$ cat src/rtl/alu_vectorial.sv
// alu_vectorial: n_alu-lane SIMD ALU with registered results and compare flags.
// Define ALU_DIV_EN to include the per-lane divider on opcode 110.
module alu_vectorial #(
   parameter int WIDTH = 8,
   parameter int n_alu = 4
) (
   input  logic                       clk,
   input  logic                       arst,
   input  logic [WIDTH*n_alu-1:0]     a,
   input  logic [WIDTH*n_alu-1:0]     b,
   input  logic [2:0]                 select,
   input  logic                       enable,
   output logic [n_alu-1:0]           carry_out,
   output logic [n_alu-1:0]           a_greater,
   output logic [n_alu-1:0]           a_equal,
   output logic [n_alu-1:0]           a_less,
   output logic [n_alu-1:0]           inf,
   output logic [2*WIDTH*n_alu-1:0]   data_out
);
   logic [n_alu-1:0]         c_nxt, g_nxt, e_nxt, l_nxt, i_nxt;
   logic [2*WIDTH*n_alu-1:0] d_nxt;

   genvar i;
   for (i = 0; i < n_alu; i++) begin : g_lane
      logic [WIDTH-1:0]   x, y, q, m;
      logic [WIDTH:0]     s, d;
      logic [2*WIDTH-1:0] r;
      logic               c, z;
      assign x = a[WIDTH*i +: WIDTH];
      assign y = b[WIDTH*i +: WIDTH];
      assign s = {1'b0, x} + {1'b0, y};
      assign d = {1'b0, x} - {1'b0, y};
`ifdef ALU_DIV_EN
      assign z = (select == 3'b110) && (y == '0);
      assign q = (y == '0) ? '1 : x / y;
      assign m = (y == '0) ? x : x % y;
`else
      assign z = 1'b0;
      assign q = '0;
      assign m = '0;
`endif
      always_comb begin
         r = '0;
         c = 1'b0;
         case (select)
            3'b000: begin r = {{WIDTH{1'b0}}, s[WIDTH-1:0]}; c = s[WIDTH]; end
            3'b001: begin r = {{WIDTH{1'b0}}, d[WIDTH-1:0]}; c = d[WIDTH]; end
            3'b010: r = {{WIDTH{1'b0}}, x & y};
            3'b011: r = {{WIDTH{1'b0}}, x | y};
            3'b100: r = {{WIDTH{1'b0}}, x ^ y};
            3'b101: r = {{WIDTH{1'b0}}, x} << y[2:0];
            3'b110: r = {m, q};
            default: r = {{WIDTH{1'b0}}, x} * {{WIDTH{1'b0}}, y};
         endcase
      end
      assign d_nxt[2*WIDTH*i +: 2*WIDTH] = r;
      assign c_nxt[i] = c;
      assign i_nxt[i] = z;
      assign g_nxt[i] = x > y;
      assign e_nxt[i] = x == y;
      assign l_nxt[i] = x < y;
   end

   always_ff @(posedge clk or negedge arst) begin
      if (!arst) begin
         data_out  <= '0;
         carry_out <= '0;
         a_greater <= '0;
         a_equal   <= '0;
         a_less    <= '0;
         inf       <= '0;
      end else if (enable) begin
         data_out  <= d_nxt;
         carry_out <= c_nxt;
         a_greater <= g_nxt;
         a_equal   <= e_nxt;
         a_less    <= l_nxt;
         inf       <= i_nxt;
      end
   end
endmodule

$ cat config.mk
export PLATFORM = sky130hd
export DESIGN_NAME = alu_vectorial
export DESIGN_NICKNAME = d
export VERILOG_FILES = /design/src/rtl/alu_vectorial.sv
export SDC_FILE = /design/constraint.sdc
export NUM_CORES = 1
export LEC_CHECK = 0
export BUFFER_PORTS_ARGS = -buffer_cell sky130_fd_sc_hd__buf_2
export CORE_MARGIN = 8
export CORE_UTILIZATION = 40
export CTS_CLUSTER_DIAMETER = 40
export CTS_CLUSTER_SIZE = 20
export DETAILED_ROUTE_END_ITERATION = 7
export MAX_ROUTING_LAYER = met4
export SLEW_MARGIN = 15
export SYNTH_ARGS = -nofsm -noshare
export SYNTH_HDL_FRONTEND = slang
export SYNTH_SLANG_ARGS = --single-unit
$ cat constraint.sdc
create_clock -name clk -period 1.2 [get_ports clk]
set_input_delay 0.12 -clock clk [delete_from_list [all_inputs] [get_ports clk]]
set_output_delay 0.12 -clock clk [all_outputs]
set_load 0.01 [all_outputs]
==> run summary, run 1 <==
Worst Slack Setup Final: -2.54 ns
Area growth syn-to-layout: 62.0%
Fillers: 3,383
Worst VDD drop: 0.00141 V
DIE AREA: 49,300 sq um
initial antenna violation count: 0
core footprint: 41,900 sq um
clock latency on the worst-skew pair: 0.37 ns
pwr/cell area: 1170 nW/um^2
Max Clock Freq: 267 MHz
DR vias: 18,666
Fin. Hold Viols: 0
PortBufs: 149
total grt overflow: 0
chip width: 222 microns
Crit Path Category: in2reg
violated checks: negative setup slack
n_diodes: 0
CP endpoint kind: flop
Min-Delay Path Class: in2reg
Top Ports: 154
final core occ: 0.656
Slew @ Worst Pin: 0.544 ns
Synth cell types: 85
hpwl dp: 54,600 microns
slew margin rel.: 0.635
max cap viols: 0
Design Power: 32.3 mW
largest family of logic cells by synthesized area: adder cells
WL per Instance: 20.5 microns
CP Launch Point: b[31]
layout cell share with drive strength beyond 1: 0.485
H-tree Lvls: 3
length of the first detailed-routing pass in iterations: 6
final wirelength: 69,500 microns
Pins Over Slew Limit: 0
pre-CTS WS: -3.03 ns
final setup fails: 76
ys flop type: dfrtp_1
number of synthesized flops with an enable pin: 0
Worst Path Max Fanout: 3
largest net degree at the start of global routing: 81
Longest Clk Path Bufs: 2
Simple-Gate Fraction of Synth Area: 0.158
Hold WS: 0.203 ns
Syn Inst Count: 2,117
Cell Area, Synth: 17,000 sq um
Initial Utilization: 0.405
worst hold path startpoint: enable
Leak: 12.9 nW
Layout Skew: 0 ns
Worst EP required: 1.48 ns
post-synthesis adder-cell area fraction: 0.359
Final Cycle Share: 3.12
asr flop ratio synth: 1.00
Nets: 3,317
CTS clk-pin slew, worst paths: 0.08 ns
status: finished, violations left
crit path DAT: 4.02 ns
Row Count: 75
violation count after the first detailed-route iteration: 1,259
drt via density: 5.50
xor/xnor cell area share of the yosys netlist: 0.0232
origin of the critical flop-to-flop path: carry_out[1]$_DFFE_PN0P_
Worst Reg-to-Reg Cells: 2
vias in the first global route: 19,342
mux share of post-synthesis cell area: 0.0467
fin crit period: 3.74 ns
Die Ht: 222 microns
startpoint types: input port
DRC: 0
clock sink count: 80
Synth Area per Inst: 8.03 sq um
Root Buffer: clkbuf_16
Routed Antenna Nets: 0
hold path depth: 3
GPL Wtd Cong: 0.967
total global-route track usage: 0.276
Synth Area in Compound Gates: 0.203
post-synthesis sequential area ratio: 0.118
Seq cells post-synth: 80
RSZ-0062 raised after global routing: yes
CTS tree: built
first-pass GRT wire length: 107,000 microns
synth warn: 0
cts bufs inserted: 9
worst max-delay path, stage by stage:
cell	delay (ns)
buf_8	0.09
buf_6	0.11
nand2_4	0.04
fa_1	0.50
fa_1	0.54
inv_2	0.04
fa_1	0.53
inv_1	0.05
fa_1	0.49
inv_2	0.05
ha_4	0.15
a2111o_1	0.42
o21ai_2	0.22
a21oi_2	0.08
or3_1	0.37
a32o_1	0.22
final cells by class:
class                      instances  area, sq um  area share
multi-input combinational       1636        16300       0.594
timing repair buffer             816         6870       0.250
sequential                        80         2000      0.0727
inverter                         308         1350      0.0489
tap                              539          674      0.0245
clock buffer                       9          225     0.00818
clock inverter                     6         67.6     0.00245
stage by stage:
stage                     setup TNS [ns]  area [sq um]  cells
after floorplan                  -117.70         18500   2120
after global placement           -156.98         23400   3271
after detailed placement         -159.08         23400   3271
after CTS                        -117.62         25800   3336
after global routing             -127.11         27500   3394
final                            -120.46         27500   3394
final timing paths:
path,end,slack (ns)
worst min-delay path,data_out[35]$_DFFE_PN0P_,0.20
min in group asynchronous,data_out[62]$_DFFE_PN0P_,0.29
max in group asynchronous,data_out[49]$_DFFE_PN0P_,0.49
worst max-delay path,data_out[63]$_DFFE_PN0P_,-2.54
worst min register to register,a_greater[0]$_DFFE_PN0P_,0.49
worst max register to register,carry_out[1]$_DFFE_PN0P_,0.26
Yosys cell counts, types with 7 or more instances:
cell / instances / area share
nor2b_1: 21 / 0.0077
o21ai_1: 40 / 0.012
o21a_1: 18 / 0.0080
o221ai_1: 9 / 0.0046
o211ai_1: 15 / 0.0066
nor3_1: 41 / 0.012
nand3b_1: 8 / 0.0035
a31oi_1: 24 / 0.0088
o22ai_1: 16 / 0.0059
xor2_1: 18 / 0.0093
inv_1: 299 / 0.066
o31ai_1: 12 / 0.0053
a22oi_1: 12 / 0.0053
clkbuf_1: 52 / 0.011
or4_1: 8 / 0.0035
dfrtp_1: 80 / 0.12
a221oi_1: 19 / 0.0098
mux2i_1: 38 / 0.022
a211oi_1: 21 / 0.0093
a21oi_1: 143 / 0.042
o21ai_0: 60 / 0.018
nor4_1: 7 / 0.0026
o21bai_1: 20 / 0.0088
inv_2: 8 / 0.0018
or3_1: 11 / 0.0041
a221o_1: 8 / 0.0047
o31a_1: 7 / 0.0036
mux2_2: 20 / 0.013
buf_2: 33 / 0.0097
nor2_1: 281 / 0.062
fa_1: 152 / 0.18
xnor2_1: 27 / 0.014
a21o_1: 33 / 0.015
nand3_1: 31 / 0.0091
nand2b_1: 11 / 0.0041
ha_1: 244 / 0.18
nand2_1: 153 / 0.034
sequential cells by signal, indices dropped and copies added (netlist names):
| name | count |
|---|---|
| a_less | 4 |
| carry_out | 4 |
| a_greater | 4 |
| a_equal | 4 |
| data_out | 64 |
power by group:
part / internal (mW) / switching [mW] / leakage (nW) / total (mW)
clock network: 1.61 / 1.37 / 0.138 / 2.99
registers: 3.10 / 0.301 / 0.995 / 3.40
logic: 12.9 / 13.1 / 11.8 / 25.9
total: 17.6 / 14.8 / 12.9 / 32.3
placed cells by master, fill, tap and decap left out, types with 32 or more instances in the layout:
| cell type | count |
|---|---|
| ha_4 | 75 |
| buf_2 | 95 |
| a21o_1 | 32 |
| inv_2 | 51 |
| a21oi_2 | 33 |
| buf_6 | 130 |
| inv_1 | 210 |
| dfrtp_1 | 80 |
| a21oi_1 | 105 |
| fa_1 | 124 |
| ha_1 | 150 |
| nand2_1 | 132 |
| mux2i_1 | 38 |
| nor2_4 | 43 |
| nor2_1 | 192 |
| buf_4 | 535 |
| o21ai_0 | 41 |
| nor2_2 | 47 |
routing by layer:
| metal | wire length, microns | track usage | vias up |
|---|---|---|---|
| li1 | - | - | 8692 |
| met1 | 29700 | 0.354 | 9229 |
| met2 | 34100 | 0.461 | 611 |
| met3 | 3640 | 0.0303 | 134 |
| met4 | 2040 | 0.0731 | 0 |
| met5 | 0 | - | - |
what timing repair did:
action | CTS | global route
endpoints found under the hold margin | 80 | 0
setup endpoints to repair | 80 | 80
hold buffers | 1 | 0
pin swaps | 199 | 192
setup buffers | 54 | 68
resized for setup | 416 | 291
cell families after synthesis:
logic type               count (synthesis)
AND/OR/NAND/NOR                        606
other                                    1
multiplexers                            68
buffers and inverters                  404
AO/OA/AOI/OAI                          517
flip-flops                              80
XOR/XNOR                                45
adder cells (fa/ha/maj)                396
Note: power is estimated with default switching activity, not from simulation.
==> inputs of run 2 (changes only) <==
CELL_PAD_IN_SITES_DETAIL_PLACEMENT = 1   (was unset)
CELL_PAD_IN_SITES_GLOBAL_PLACEMENT = 2   (was unset)
PLACE_DENSITY_LB_ADDON = 0.1   (was unset)
==> run 2 against run 1 <==
The flow still finishes with violations (negative setup slack). Clock-buffer cell count increased by 2. Total power increased by 12%. Register-to-register slack about the same. Die area unchanged. Non-clock buffer count increased by 19. Clock power increased by 5%. Utilization increased by 1.0 points.
==> run summary, run 2 (synthesized netlist as in run 1, its figures left out) <==
status: finished, violations left
violated checks: negative setup slack
highest metal used: met4
Nets: 3,336
H-tree Lvls: 3
DRC: 0
Fin. Hold Viols: 0
slew margin rel.: 0.628
chip width: 222 microns
Worst Reg-to-Reg Cells: 2
violation count after the first detailed-route iteration: 1,432
total global-route track usage: 0.334
CP endpoint kind: flop
DR vias: 20,234
Row Count: 75
Worst Slack Setup Final: -2.68 ns
origin of the critical flop-to-flop path: carry_out[1]$_DFFE_PN0P_
Max Clock Freq: 258 MHz
area occupied by multi-input gates: 16,600 sq um
detailed route wirelength on metal2: 46,000 microns
RSZ-0062 raised after global routing: yes
wire length on met3: 5170 microns
Sequential cell area: 2000 sq um
CP Launch Point: a[26]
vias in the first global route: 21,600
Fillers: 4,672
Final Cycle Share: 3.23
CTS tree: built
fin crit period: 3.88 ns
largest net degree at the start of global routing: 31
final non-filler cell total: 3,413
initial antenna violation count: 0
pwr/cell area: 1290 nW/um^2
Min-Delay Path Class: in2async
final wirelength: 92,600 microns
crit path DAT: 4.17 ns
PortBufs: 149
design area: 28,000 sq um
startpoint types: input port
Initial Utilization: 0.405
Worst EP required: 1.49 ns
Hold WS: 0.192 ns
max FFs per register: 64
Leak: 13.0 nW
Worst Path Max Fanout: 3
drt via density: 5.93
Root Buffer: clkbuf_16
DIE AREA: 49,300 sq um
first-pass GRT wire length: 127,000 microns
max cap viols: 0
total grt overflow: 0
Area growth syn-to-layout: 64.6%
Longest Clk Path Bufs: 2
Pins Over Slew Limit: 0
clock sink count: 80
GPL Wtd Cong: 0.957
CTS clk-pin slew, worst paths: 0.07 ns
WL per Instance: 27.1 microns
hpwl dp: 62,400 microns
cts bufs inserted: 9
n_diodes: 0
Top Ports: 154
Routed Antenna Nets: 0
final core occ: 0.667
Layout Skew: 0 ns
M1 WL: 36,300 microns
DP Area: 23,700 sq um
Largest Register: data_out
most frequent cells in the layout: 561 x buf_4, 204 x inv_1, 182 x nor2_1, 147 x ha_1, 130 x nand2_1
clock latency on the worst-skew pair: 0.39 ns
length of the first detailed-routing pass in iterations: 5
Design Power: 36.2 mW
Die Ht: 222 microns
total placed cells including tap cells: 3,298
Crit Path Category: in2reg
final setup fails: 77
Worst VDD drop: 0.00166 V
Slew @ Worst Pin: 0.555 ns
layout cell share with drive strength beyond 1: 0.500
core footprint: 41,900 sq um
commonest non-fill, non-tap cell in the layout: buf_4
[run 2: cell types whose count changed in the layout (fill, tap and decap cells not counted), sizes merged]
| cell | previous run | this run |
|---|---|---|
| clkbuf | 13 | 11 |
| inv | 281 | 283 |
| clkinv | 2 | 0 |
| buf | 811 | 834 |
| clkinvlp | 30 | 28 |
[run 2: metrics by stage]
stage,setup slack [ns],TNS [ns]
after floorplan,-2.71,-117.70
after detailed placement,-3.05,-162.01
final,-2.68,-131.30
after global placement,-2.97,-157.76
after global routing,-2.76,-136.03
after CTS,-2.50,-119.51
[run 2: layout make-up]
cell class	count	area share
Sequential cell	80	0.0716
Inverter	308	0.0481
Multi-Input combinational cell	1636	0.594
Clock buffer	11	0.00868
Clock inverter	4	0.00192
Tap cell	539	0.0241
Timing Repair Buffer	835	0.252
[run 2: final timing paths]
check,endpoint,slack (ns)
worst max-delay path,data_out[63]$_DFFE_PN0P_,-2.68
worst min-delay path,data_out[9]$_DFFE_PN0P_,0.19
worst max register to register,carry_out[1]$_DFFE_PN0P_,0.27
worst min register to register,data_out[25]$_DFFE_PN0P_,0.48
max in group asynchronous,data_out[27]$_DFFE_PN0P_,0.48
min in group clk,a_greater[2]$_DFFE_PN0P_,0.25
[run 2: where the power goes]
part	total, mW	switching, mW	internal (mW)
clock	3.14	1.47	1.67
combinational	29.6	15.6	14.0
sequential	3.44	0.349	3.10
[run 2: what timing repair did]
item,in CTS,in global routing
resized for setup,519,257
hold endpoints to repair,79,0
setup endpoints to repair,80,79
pin swaps,253,198
hold buffers,1,0
setup buffers,70,55
[run 2: critical path: stages]
cell        delay [ns]
buf_6             0.09
clkinvlp_4        0.12
nor2_2            0.21
fa_1              0.46
fa_2              0.46
fa_1              0.52
inv_1             0.07
fa_1              0.51
inv_1             0.06
ha_1              0.21
buf_4             0.16
o211ai_1          0.23
a21oi_1           0.14
o21ai_2           0.11
a21oi_2           0.09
or3_1             0.35
a32o_1            0.24
[run 2: per-layer routing]
layer | GRT usage | vias to the layer above
met5 | - | -
met4 | 0.111 | 0
met3 | 0.0356 | 345
met2 | 0.574 | 937
met1 | 0.407 | 10220
li1 | - | 8732
